## config.mk

```make
export PLATFORM = sky130hd
export DESIGN_NAME = freespace_credit_arbiter
export DESIGN_NICKNAME = d
export VERILOG_FILES = /design/src/rtl/freespace_credit_arbiter_pkg.sv /design/src/rtl/freespace_credit_arbiter_rr_arbiter.sv /design/src/rtl/freespace_credit_arbiter.sv
export SDC_FILE = /design/constraint.sdc
export NUM_CORES = 1
export LEC_CHECK = 0
export ABC_AREA = 1
export CORE_AREA = 2 2 312 314
export CTS_CLUSTER_DIAMETER = 100
export DETAILED_ROUTE_END_ITERATION = 10
export DIE_AREA = 0 0 314 316
export PLACE_DENSITY = 0.46
export SLEW_MARGIN = 0
export SYNTH_ARGS = -nofsm -noshare
export SYNTH_HDL_FRONTEND = slang
export SYNTH_SLANG_ARGS = --single-unit
```

## constraint.sdc

```tcl
create_clock -name clk -period 4.7 [get_ports clk]
set_input_delay 0.705 -clock clk [delete_from_list [all_inputs] [get_ports clk]]
set_output_delay 0.705 -clock clk [all_outputs]
set_load 0.03 [all_outputs]
```

## src/rtl/freespace_credit_arbiter_pkg.sv

```systemverilog
// Shared types and helpers for the leaf freespace/credit injection arbiter.
// rr_pick is also used by the output-port cluster arbiters.
package freespace_credit_arbiter_pkg;

  localparam int PACKET_BITS_C    = 97;
  localparam int PORT_IDX_BITS_C  = 3;
  localparam int MAX_PORTS_C      = 2 ** PORT_IDX_BITS_C;

  typedef enum logic [0:0] {
    ST_IDLE = 1'b0,
    ST_SEND = 1'b1
  } state_t;

  typedef struct packed {
    logic                       found;
    logic [PORT_IDX_BITS_C-1:0] idx;
  } pick_t;

  // The search runs over the full index space. When ptr is below the real port
  // count and the unused mask bits are zero, this gives the same order as
  // wrapping at the real port count.
  function automatic pick_t rr_pick(input logic [MAX_PORTS_C-1:0]     mask,
                                    input logic [PORT_IDX_BITS_C-1:0] ptr);
    pick_t                      res;
    logic [PORT_IDX_BITS_C-1:0] cand;
    res.found = 1'b0;
    res.idx   = {PORT_IDX_BITS_C{1'b0}};
    for (int k = 0; k < MAX_PORTS_C; k++) begin
      cand = ptr + k[PORT_IDX_BITS_C-1:0];
      if (!res.found && mask[cand]) begin
        res.found = 1'b1;
        res.idx   = cand;
      end else begin
        res = res;
      end
    end
    return res;
  endfunction

endpackage

```

## src/rtl/freespace_credit_arbiter_rr_arbiter.sv

```systemverilog
// Round-robin picker: request mask plus start pointer gives a one-hot grant and an index.
// Valid for up to 2**PORT_IDX_BITS_C requesters.
module rr_arbiter
  import freespace_credit_arbiter_pkg::*;
#(
  parameter int NUM_PORTS = 7
) (
  input  logic [NUM_PORTS-1:0]       mask,
  input  logic [PORT_IDX_BITS_C-1:0] ptr,
  output logic                       found,
  output logic [PORT_IDX_BITS_C-1:0] idx,
  output logic [NUM_PORTS-1:0]       grant
);

  logic [MAX_PORTS_C-1:0] mask_ext_s;
  pick_t                  pick_s;

  // Widen the mask to the full index space and run the shared search
  always_comb begin
    mask_ext_s                  = {MAX_PORTS_C{1'b0}};
    mask_ext_s[NUM_PORTS-1:0]   = mask;
    pick_s                      = rr_pick(mask_ext_s, ptr);
    found                       = pick_s.found;
    idx                         = pick_s.idx;
    for (int i = 0; i < NUM_PORTS; i++) begin
      grant[i] = pick_s.found && (pick_s.idx == i[PORT_IDX_BITS_C-1:0]);
    end
  end

endmodule

```

## src/rtl/freespace_credit_arbiter.sv

```systemverilog
// Queues per-port freespace requests and injects each port's credit packet
// into the leaf output stream, one port at a time in round-robin order.
module freespace_credit_arbiter
  import freespace_credit_arbiter_pkg::*;
#(
  parameter int PACKET_BITS   = PACKET_BITS_C,
  parameter int NUM_IN_PORTS  = 7,
  parameter int PORT_IDX_BITS = PORT_IDX_BITS_C,
  parameter int CNT_BITS      = 4,
  parameter int STALL_LIMIT   = 16
) (
  input  logic                                clk,
  input  logic                                reset,
  input  logic [NUM_IN_PORTS-1:0]             freespace_update,
  input  logic [PACKET_BITS*NUM_IN_PORTS-1:0] packet_from_input_ports,
  output logic [PACKET_BITS-1:0]              pkt_out,
  output logic                                pkt_out_vld,
  input  logic                                pkt_out_rdy,
  output logic [PORT_IDX_BITS-1:0]            grant_idx,
  output logic [NUM_IN_PORTS-1:0]             pending,
  output logic [NUM_IN_PORTS-1:0]             overflow,
  output logic                                stall_condition
);

  localparam int STALL_BITS = $clog2(STALL_LIMIT + 1);
  localparam logic [CNT_BITS-1:0]   CNT_MAX_C   = {CNT_BITS{1'b1}};
  localparam logic [CNT_BITS-1:0]   CNT_ONE_C   = CNT_BITS'(1);
  localparam logic [STALL_BITS-1:0] STALL_MAX_C = STALL_BITS'(STALL_LIMIT);
  localparam logic [PORT_IDX_BITS_C-1:0] LAST_PORT_C = PORT_IDX_BITS_C'(NUM_IN_PORTS - 1);

  logic [CNT_BITS-1:0]        cnt_r     [NUM_IN_PORTS];
  logic [CNT_BITS-1:0]        cnt_nxt_s [NUM_IN_PORTS];
  logic [NUM_IN_PORTS-1:0]    dec_s;
  logic [NUM_IN_PORTS-1:0]    elig_s;
  logic [NUM_IN_PORTS-1:0]    ovf_set_s;
  logic [NUM_IN_PORTS-1:0]    nonzero_nxt_s;
  logic [NUM_IN_PORTS-1:0]    pending_r;
  logic [NUM_IN_PORTS-1:0]    overflow_r;
  logic                       hs_s;

  state_t                     state_r;
  logic [PACKET_BITS-1:0]     pkt_out_r;
  logic                       pkt_out_vld_r;
  logic [PORT_IDX_BITS-1:0]   grant_idx_r;
  logic [PORT_IDX_BITS_C-1:0] rr_ptr_r;
  logic [PORT_IDX_BITS_C-1:0] rr_ptr_nxt_s;

  logic                       arb_found_s;
  logic [PORT_IDX_BITS_C-1:0] arb_idx_s;
  logic [NUM_IN_PORTS-1:0]    arb_grant_s;
  logic [PORT_IDX_BITS-1:0]   winner_idx_s;
  logic [PACKET_BITS-1:0]     winner_pkt_s;

  logic [STALL_BITS-1:0]      stall_cnt_r;
  logic [STALL_BITS-1:0]      stall_nxt_s;
  logic                       stall_condition_r;

  // Per-port next count; a port is eligible only if it still has a request after this cycle's service
  always_comb begin
    hs_s = pkt_out_vld_r & pkt_out_rdy;
    for (int i = 0; i < NUM_IN_PORTS; i++) begin
      dec_s[i]     = hs_s && (grant_idx_r == PORT_IDX_BITS'(i));
      elig_s[i]    = (cnt_r[i] != {CNT_BITS{1'b0}}) && !(dec_s[i] && (cnt_r[i] == CNT_ONE_C));
      ovf_set_s[i] = 1'b0;
      cnt_nxt_s[i] = cnt_r[i];
      case ({freespace_update[i], dec_s[i]})
        2'b10: begin
          if (cnt_r[i] == CNT_MAX_C) begin
            ovf_set_s[i] = 1'b1;
          end else begin
            cnt_nxt_s[i] = cnt_r[i] + CNT_ONE_C;
          end
        end
        2'b01:   cnt_nxt_s[i] = cnt_r[i] - CNT_ONE_C;
        default: cnt_nxt_s[i] = cnt_r[i];
      endcase
      nonzero_nxt_s[i] = (cnt_nxt_s[i] != {CNT_BITS{1'b0}});
    end
  end

  rr_arbiter #(
    .NUM_PORTS (NUM_IN_PORTS)
  ) u_rr_arbiter (
    .mask  (elig_s),
    .ptr   (rr_ptr_r),
    .found (arb_found_s),
    .idx   (arb_idx_s),
    .grant (arb_grant_s)
  );

  // Winner's packet slice, its index and the pointer just past it
  always_comb begin
    winner_idx_s = PORT_IDX_BITS'(arb_idx_s);
    rr_ptr_nxt_s = (arb_idx_s == LAST_PORT_C) ? {PORT_IDX_BITS_C{1'b0}}
                                              : arb_idx_s + PORT_IDX_BITS_C'(1);
    winner_pkt_s = {PACKET_BITS{1'b0}};
    for (int i = 0; i < NUM_IN_PORTS; i++) begin
      if (arb_grant_s[i]) begin
        winner_pkt_s = packet_from_input_ports[i*PACKET_BITS +: PACKET_BITS];
      end else begin
        winner_pkt_s = winner_pkt_s;
      end
    end
  end

  // Request counters, sticky overflow flags and the pending copy
  always_ff @(posedge clk or negedge reset) begin
    if (!reset) begin
      for (int i = 0; i < NUM_IN_PORTS; i++) begin
        cnt_r[i] <= {CNT_BITS{1'b0}};
      end
      overflow_r <= {NUM_IN_PORTS{1'b0}};
      pending_r  <= {NUM_IN_PORTS{1'b0}};
    end else begin
      for (int i = 0; i < NUM_IN_PORTS; i++) begin
        cnt_r[i] <= cnt_nxt_s[i];
      end
      overflow_r <= overflow_r | ovf_set_s;
      pending_r  <= nonzero_nxt_s;
    end
  end

  // Output FSM: load a winner when idle or right on a handshake, freeze while back-pressured
  always_ff @(posedge clk or negedge reset) begin
    if (!reset) begin
      state_r       <= ST_IDLE;
      pkt_out_r     <= {PACKET_BITS{1'b0}};
      pkt_out_vld_r <= 1'b0;
      grant_idx_r   <= {PORT_IDX_BITS{1'b0}};
      rr_ptr_r      <= {PORT_IDX_BITS_C{1'b0}};
    end else begin
      case (state_r)
        ST_IDLE: begin
          if (arb_found_s) begin
            pkt_out_r     <= winner_pkt_s;
            grant_idx_r   <= winner_idx_s;
            pkt_out_vld_r <= 1'b1;
            rr_ptr_r      <= rr_ptr_nxt_s;
            state_r       <= ST_SEND;
          end else begin
            pkt_out_vld_r <= 1'b0;
            state_r       <= ST_IDLE;
          end
        end
        ST_SEND: begin
          if (hs_s && arb_found_s) begin
            pkt_out_r     <= winner_pkt_s;
            grant_idx_r   <= winner_idx_s;
            pkt_out_vld_r <= 1'b1;
            rr_ptr_r      <= rr_ptr_nxt_s;
            state_r       <= ST_SEND;
          end else if (hs_s) begin
            pkt_out_vld_r <= 1'b0;
            state_r       <= ST_IDLE;
          end else begin
            state_r       <= ST_SEND;
          end
        end
        default: begin
          pkt_out_vld_r <= 1'b0;
          state_r       <= ST_IDLE;
        end
      endcase
    end
  end

  // Saturating count of consecutive back-pressured cycles
  always_comb begin
    if (pkt_out_vld_r && !pkt_out_rdy) begin
      if (stall_cnt_r == STALL_MAX_C) begin
        stall_nxt_s = stall_cnt_r;
      end else begin
        stall_nxt_s = stall_cnt_r + STALL_BITS'(1);
      end
    end else begin
      stall_nxt_s = {STALL_BITS{1'b0}};
    end
  end

  // Stall counter and its registered flag
  always_ff @(posedge clk or negedge reset) begin
    if (!reset) begin
      stall_cnt_r       <= {STALL_BITS{1'b0}};
      stall_condition_r <= 1'b0;
    end else begin
      stall_cnt_r       <= stall_nxt_s;
      stall_condition_r <= (stall_nxt_s == STALL_MAX_C);
    end
  end

  assign pkt_out         = pkt_out_r;
  assign pkt_out_vld     = pkt_out_vld_r;
  assign grant_idx       = grant_idx_r;
  assign pending         = pending_r;
  assign overflow        = overflow_r;
  assign stall_condition = stall_condition_r;

endmodule

```

==> reports/metrics.yaml, run 1 <==
status: "complete, no violations"
io_pins: 805
fill_cells: 10900
start_kind: "input port"
worstPathMaxFanout: 23
grt_pass1_vias: 21700
coreArea_um2: 96000
finish.utilization_pct: 29.1
numPlacedInstances: 5130
synth.cell_area_um2: 16900
drc: 0
fmax_ghz: 0.234
synth_common_cells: "1132 x nand2_1, 594 x inv_1, 312 x o21ai_0"
die_w_um: 314
post-route-period-util_pct: 91.0
setup_viol: 0
die_h_um: 316
syn2layout_area_growth_pct: 65.4
fin_crit_ps: 4280
async_reset_ff_share_pct: 100
dr.pass1.iters: 6
max_slew_margin_pct: 50.2
final_antenna_net_count: 0
yosysWarnings: 0
clock_latency_ps: 510
worst_ep_required_time_ps: 5150
cp.arrival_ps: 4730
cts_buffers: 17
instances_no_fill: 5180
wirelength_mm: 107
slew_viol_final: 0
ys_types: 39
drv_cap: 0
seq_area_frac_synth_pct: 22.7
hold_violations: 0
clk_pin_slew_ps: 70
synth_flop_cell: "dfrtp_1"
drive_above_1_share_pct: 5.37
dieArea_um2: 99200
cp-end-kind: "flip-flop"
clockRootBuffer: "clkbuf_16"
synth_edf_count: 0
hp-class: "input port to asynchronous set/reset pin"
io_buffer_count: 804
grt_usage_pct: 21.0
fp-row-count: 114
clk_path_buf_depth: 2
netlist_instances: 3106
htreeDepth: 4
start_util_pct: 17.6
drt_first_iter_violations: 1513
place_area_um2: 27200
grt_overflow: 0
dpl.hpwl_mm: 85.2
synth_seq_cells: 153
nets: 4608
fin_skew_ps: 17.3
yosysTopAreaCell: "nand2_1"
rsz0062_at_grt: "false"
viasPerCell: 4.31
globalplace.congestion: 0.921
routedWlPerCell_um: 20.7
synth_nets: 3838
final_cell_area_um2: 27900
synth.most_common_cell: "nand2_1"
via_count: 22300
grt_pass1_wl_mm: 151
syn_area_per_cell_um2: 5.44
grt_max_degree: 75
tightest_slew_ps: 745
synth_top_area_share_pct: 25.2
clock-sinks: 153
antenna_found_initial: 36
yosys-top-cells-area: "nand2_1 25%, dfrtp_1 23%, inv_1 13%"
cts_tree: "built"
crit_type: "input port to flip-flop"
-- layout by cell type (no fill, tap or decap), types with 3 or more instances in the layout --
master,count
a21oi_1,114
inv_1,593
o21bai_1,7
or4_1,7
nand2_4,5
o21ai_0,312
ha_1,42
inv_2,13
nor2_2,9
clkbuf_1,3
dfrtp_1,153
nand3_1,261
buf_12,43
bufinv_16,3
a31oi_1,8
nand4_1,81
clkdlybuf4s50_1,803
clkinv_1,15
xor2_1,4
buf_4,89
o22ai_1,13
inv_4,4
o21ai_1,15
nor2_1,93
o211ai_1,7
nor3_1,9
nor2_4,4
nor3b_1,6
clkbuf_16,18
nand2_1,1129
clkbuf_8,5
diode_2,15
-- metrics by stage --
step	hold WS (ps)	setup slack (ps)	setup TNS, ps
3_3_place_gp	458	-16.4	-29.8
3_5_place_dp	464	-51.3	-317
6_report	163	423	0
4_1_cts	144	453	0
2_1_floorplan	409	903	0
5_1_grt	165	17.2	0
-- cells by family after synthesis --
logic type,count (synthesis),synth area share [%]
fa+ha+maj,43,3.18
xor+xnor,5,0.259
buf+inv,812,19.3
flops,153,22.7
compound gates,480,14.7
simple gates,1613,39.9
-- state kept, by name, summed over array words and instances, names as in the netlist --
| signal | count |
|---|---|
| pkt_out | 97 |
| cnt_r | 28 |
| overflow | 7 |
| pending | 7 |
| stall_cnt_r | 5 |
| grant_idx | 3 |
| rr_ptr_r | 3 |
| pkt_out_vld | 1 |
| stall_condition | 1 |
| state_r | 1 |
-- per-layer routing --
metal | global-route usage [%] | wire [µm]
met3 | 5.29 | 7530
met2 | 34.9 | 50800
met5 | 0 | 197
met1 | 26.6 | 46100
met4 | 6.29 | 2640
-- worst max-delay path, cell delays in order --
cell,delay (ps)
clkdlybuf4s50_1,560
nand3_1,190
nor2_2,140
nand2_1,80
nand3_1,120
nand3_1,130
nand2_1,90
nand2_1,50
nand2_1,140
nand3_1,140
o21ai_0,220
nand3_1,100
nand2_1,90
nand2_1,120
buf_4,170
ha_1,170
ha_1,210
nand2_4,140
buf_12,170
buf_12,170
o21ai_0,100
inv_1,50
nand2_1,200
nand2_1,210
nand2_1,70
nand2_1,60
nand2_1,50
nand2_1,50
-- cell type report --
| type | count | area, µm² | area share [%] |
|---|---|---|---|
| flip-flops and latches | 153 | 3830 | 13.7 |
| diodes | 15 | 37.5 | 0.134 |
| multi-input cells | 2141 | 9880 | 35.4 |
| repair buffers | 938 | 9620 | 34.4 |
| well taps | 1276 | 1600 | 5.71 |
| clock buffers | 24 | 492 | 1.76 |
| inverters | 625 | 2360 | 8.43 |
| clock inverters | 8 | 133 | 0.475 |
-- path summary, 6_finish.rpt --
| kind | cells after the start | to | slack (ps) | startpoint |
|---|---|---|---|---|
| min in group clk | 2 | pkt_out[47]$_DFFE_PN0P_ | 480 | pkt_out[47]$_DFFE_PN0P_ |
| max in group asynchronous | 2 | pkt_out[25]$_DFFE_PN0P_ | 3530 | reset |
| hold / removal | 1 | pkt_out[76]$_DFFE_PN0P_ | 160 | reset |
| setup / recovery | 28 | pkt_out[48]$_DFFE_PN0P_ | 420 | pkt_out_rdy |
| setup reg to reg | 28 | pkt_out[48]$_DFFE_PN0P_ | 440 | cnt_r[5]$_DFF_PN0_ |
| hold reg to reg | 2 | pkt_out[47]$_DFFE_PN0P_ | 480 | pkt_out[47]$_DFFE_PN0P_ |
-- repair_timing --
item,CTS,global route
buffers inserted,0,2
endpoints found under the setup margin,0,26
hold buffers,0,0
gates resized for setup,0,2
Power of run 1 is left out: the tool's default activity adds up to more than one toggle a clock period on the data nets, which glitch-free logic cannot reach.
==> run 2: changes to the inputs <==
- GPL_ROUTABILITY_DRIVEN: not set -> 0
==> run 2 against run 1 <==
  * Fmax is 2.2% higher
  * Critical path depth is 1 higher
  * Highest routed layer unchanged
  * Routed wire length is 0.61% lower
  * Sequential share of layout area is 0.073 points higher
==> reports/metrics.yaml, run 2 (same netlist as run 1, synthesis figures left out) <==
grt_overflow: 0  # unchanged
fin_skew_ps: 21.1  # +3.77 ps
antenna_found_initial: 38  # +5.6%
slew_viol_final: 0  # unchanged
status: "complete, no violations"
io_pins: 805  # unchanged
wirelength_mm: 107  # -0.61%
clk_path_buf_depth: 2  # unchanged
cts_tree: "built"
fin_ws_ps: 517  # +93.7 ps
grt_pass1_wl_mm: 149  # -0.84%
worst_ep_required_time_ps: 5140  # about the same
fp-row-count: 114  # unchanged
drc: 0  # unchanged
io_buffer_count: 804  # unchanged
clock_latency_ps: 510  # about the same
drt_first_iter_violations: 1637  # +8.2%
dpl.hpwl_mm: 83.0  # -2.6%
via_count: 22400  # +0.43%
drive_above_1_share_pct: 4.87  # -0.50 points
critPathMaxStageDelay_ps: 530  # -30 ps
fmax_ghz: 0.239  # +2.2%
largest_reg_flops: 97  # unchanged
grt_max_degree: 83  # +11%
fill_cells: 10800  # -1.1%
setup_viol: 0  # unchanged
clk_pin_slew_ps: 80  # about the same
drv_cap: 0  # unchanged
seq_area_um2: 3830  # unchanged
cts_buffers: 17  # unchanged
layout_commonest_cell: "nand2_1"
place_area_um2: 27000  # -0.74%
die_w_um: 314  # unchanged
syn2layout_area_growth_pct: 64.5
setup.worst_path.start: "pkt_out_rdy"
max_slew_margin_pct: 41.1  # -9.1 points
reg2reg_from: "cnt_r[21]$_DFF_PN0_"
final_cell_mix: "1127 x nand2_1, 803 x clkdlybuf4s50_1, 593 x inv_1, 312 x o21ai_0, 258 x nand3_1"
dr.pass1.iters: 7  # +1
multiInputGateArea_um2: 9900  # +0.20%
htreeDepth: 4  # unchanged
hold_violations: 0  # unchanged
nets: 4579  # -0.63%
crit_type: "input port to flip-flop"
ctsHoldBuffers: 0  # unchanged
post-route-period-util_pct: 89.0  # -2.0 points
die_h_um: 316  # unchanged
final_antenna_net_count: 0  # unchanged
crit_top_cell: "nand2_1"
clockRootBuffer: "clkbuf_16"
routedWlPerCell_um: 20.7  # -0.10%
viasPerCell: 4.35  # +0.94%
worstPathMaxFanout: 19  # -17%
dieArea_um2: 99200  # unchanged
hp-class: "input port to asynchronous set/reset pin"
grt_pass1_vias: 21500  # -0.96%
grt_usage_pct: 20.7  # -0.27 points
final_cell_area_um2: 27800  # -0.53%
cp-end-kind: "flip-flop"
tightest_slew_ps: 883  # +139 ps
start_util_pct: 17.6  # unchanged
cp.arrival_ps: 4620  # -110 ps
cp_slowest_cell: "clkdlybuf4s50_1"
fin_crit_ps: 4180  # -93.7 ps
dp_slack_ps: -118  # -66.2 ps
clock-sinks: 153  # unchanged
start_kind: "input port"
coreArea_um2: 96000  # unchanged
## run 2: cell types whose count changed in the layout (fill, tap and decap cells not counted), moves of 3 or more
cell / before / now
inv_8: 0 / 3
buf_12: 43 / 46
diode_2: 15 / 18
clkbuf_1: 3 / 0
inv_6: 2 / 5
nand3_2: 2 / 5
clkbuf_8: 5 / 1
nand3_1: 261 / 258
buf_4: 89 / 57
## run 2: what timing repair did
item,in CTS,in global routing
endpoints found under the setup margin,0,29
setup buffers,0,3
gates resized for setup,0,7
## run 2: layout make-up
| type | count | share of cell area (%) |
|---|---|---|
| antenna | 18 | 0.162 |
| clock buffer | 17 | 1.53 |
| clock inverter | 15 | 0.729 |
| inverter | 625 | 8.48 |
| multi-input combinational | 2141 | 35.6 |
| sequential | 153 | 13.8 |
| tap | 1276 | 5.74 |
| timing repair buffer | 909 | 34.0 |
## run 2: final timing paths
kind                                      endpoint  cells past startpoint  slack, ps
max                        pkt_out[59]$_DFFE_PN0P_                     29        520
min                        pkt_out[68]$_DFFE_PN0P_                      1        240
max reg2reg                pkt_out[59]$_DFFE_PN0P_                     30        550
min reg2reg                pkt_out[25]$_DFFE_PN0P_                      2        480
max in group asynchronous   pkt_out[0]$_DFFE_PN0P_                      2       3430
min in group clk           pkt_out[25]$_DFFE_PN0P_                      2        480
## run 2: metrics by stage
step                hold slack (ps)  utilization, %  cells  TNS, ps
CTS                             245            28.8   5132        0
global placement                460            28.2   5100     -284
detailed placement              464            28.2   5100    -1070
global route                    262            28.9   5151    -1.85
floorplan                       409               -   3106        0
finish                          240            29.0   5154        0
## run 2: metal layers
metal | global-route usage [%] | share of wire, %
met1 | 26.1 | 43
met2 | 34.6 | 47
met3 | 5.11 | 7.2
met4 | 6.24 | 2.7
met5 | 0 | 0.17
## run 2: critical path, delay by kind of cell
family          cells  cell delay [ps]
simple gates       21             2400
buf+inv             6             1180
compound gates      1              110
fa+ha+maj           1              170
Power of run 2 is left out for the same reason.
==> run 3: changes to the inputs <==
- CAP_MARGIN: not set -> 10
- CTS_CLUSTER_SIZE: not set -> 20
==> results of run 3 <==
Final layout, timing and power as in run 2 (identical DEF).
Power of run 3 is left out for the same reason.
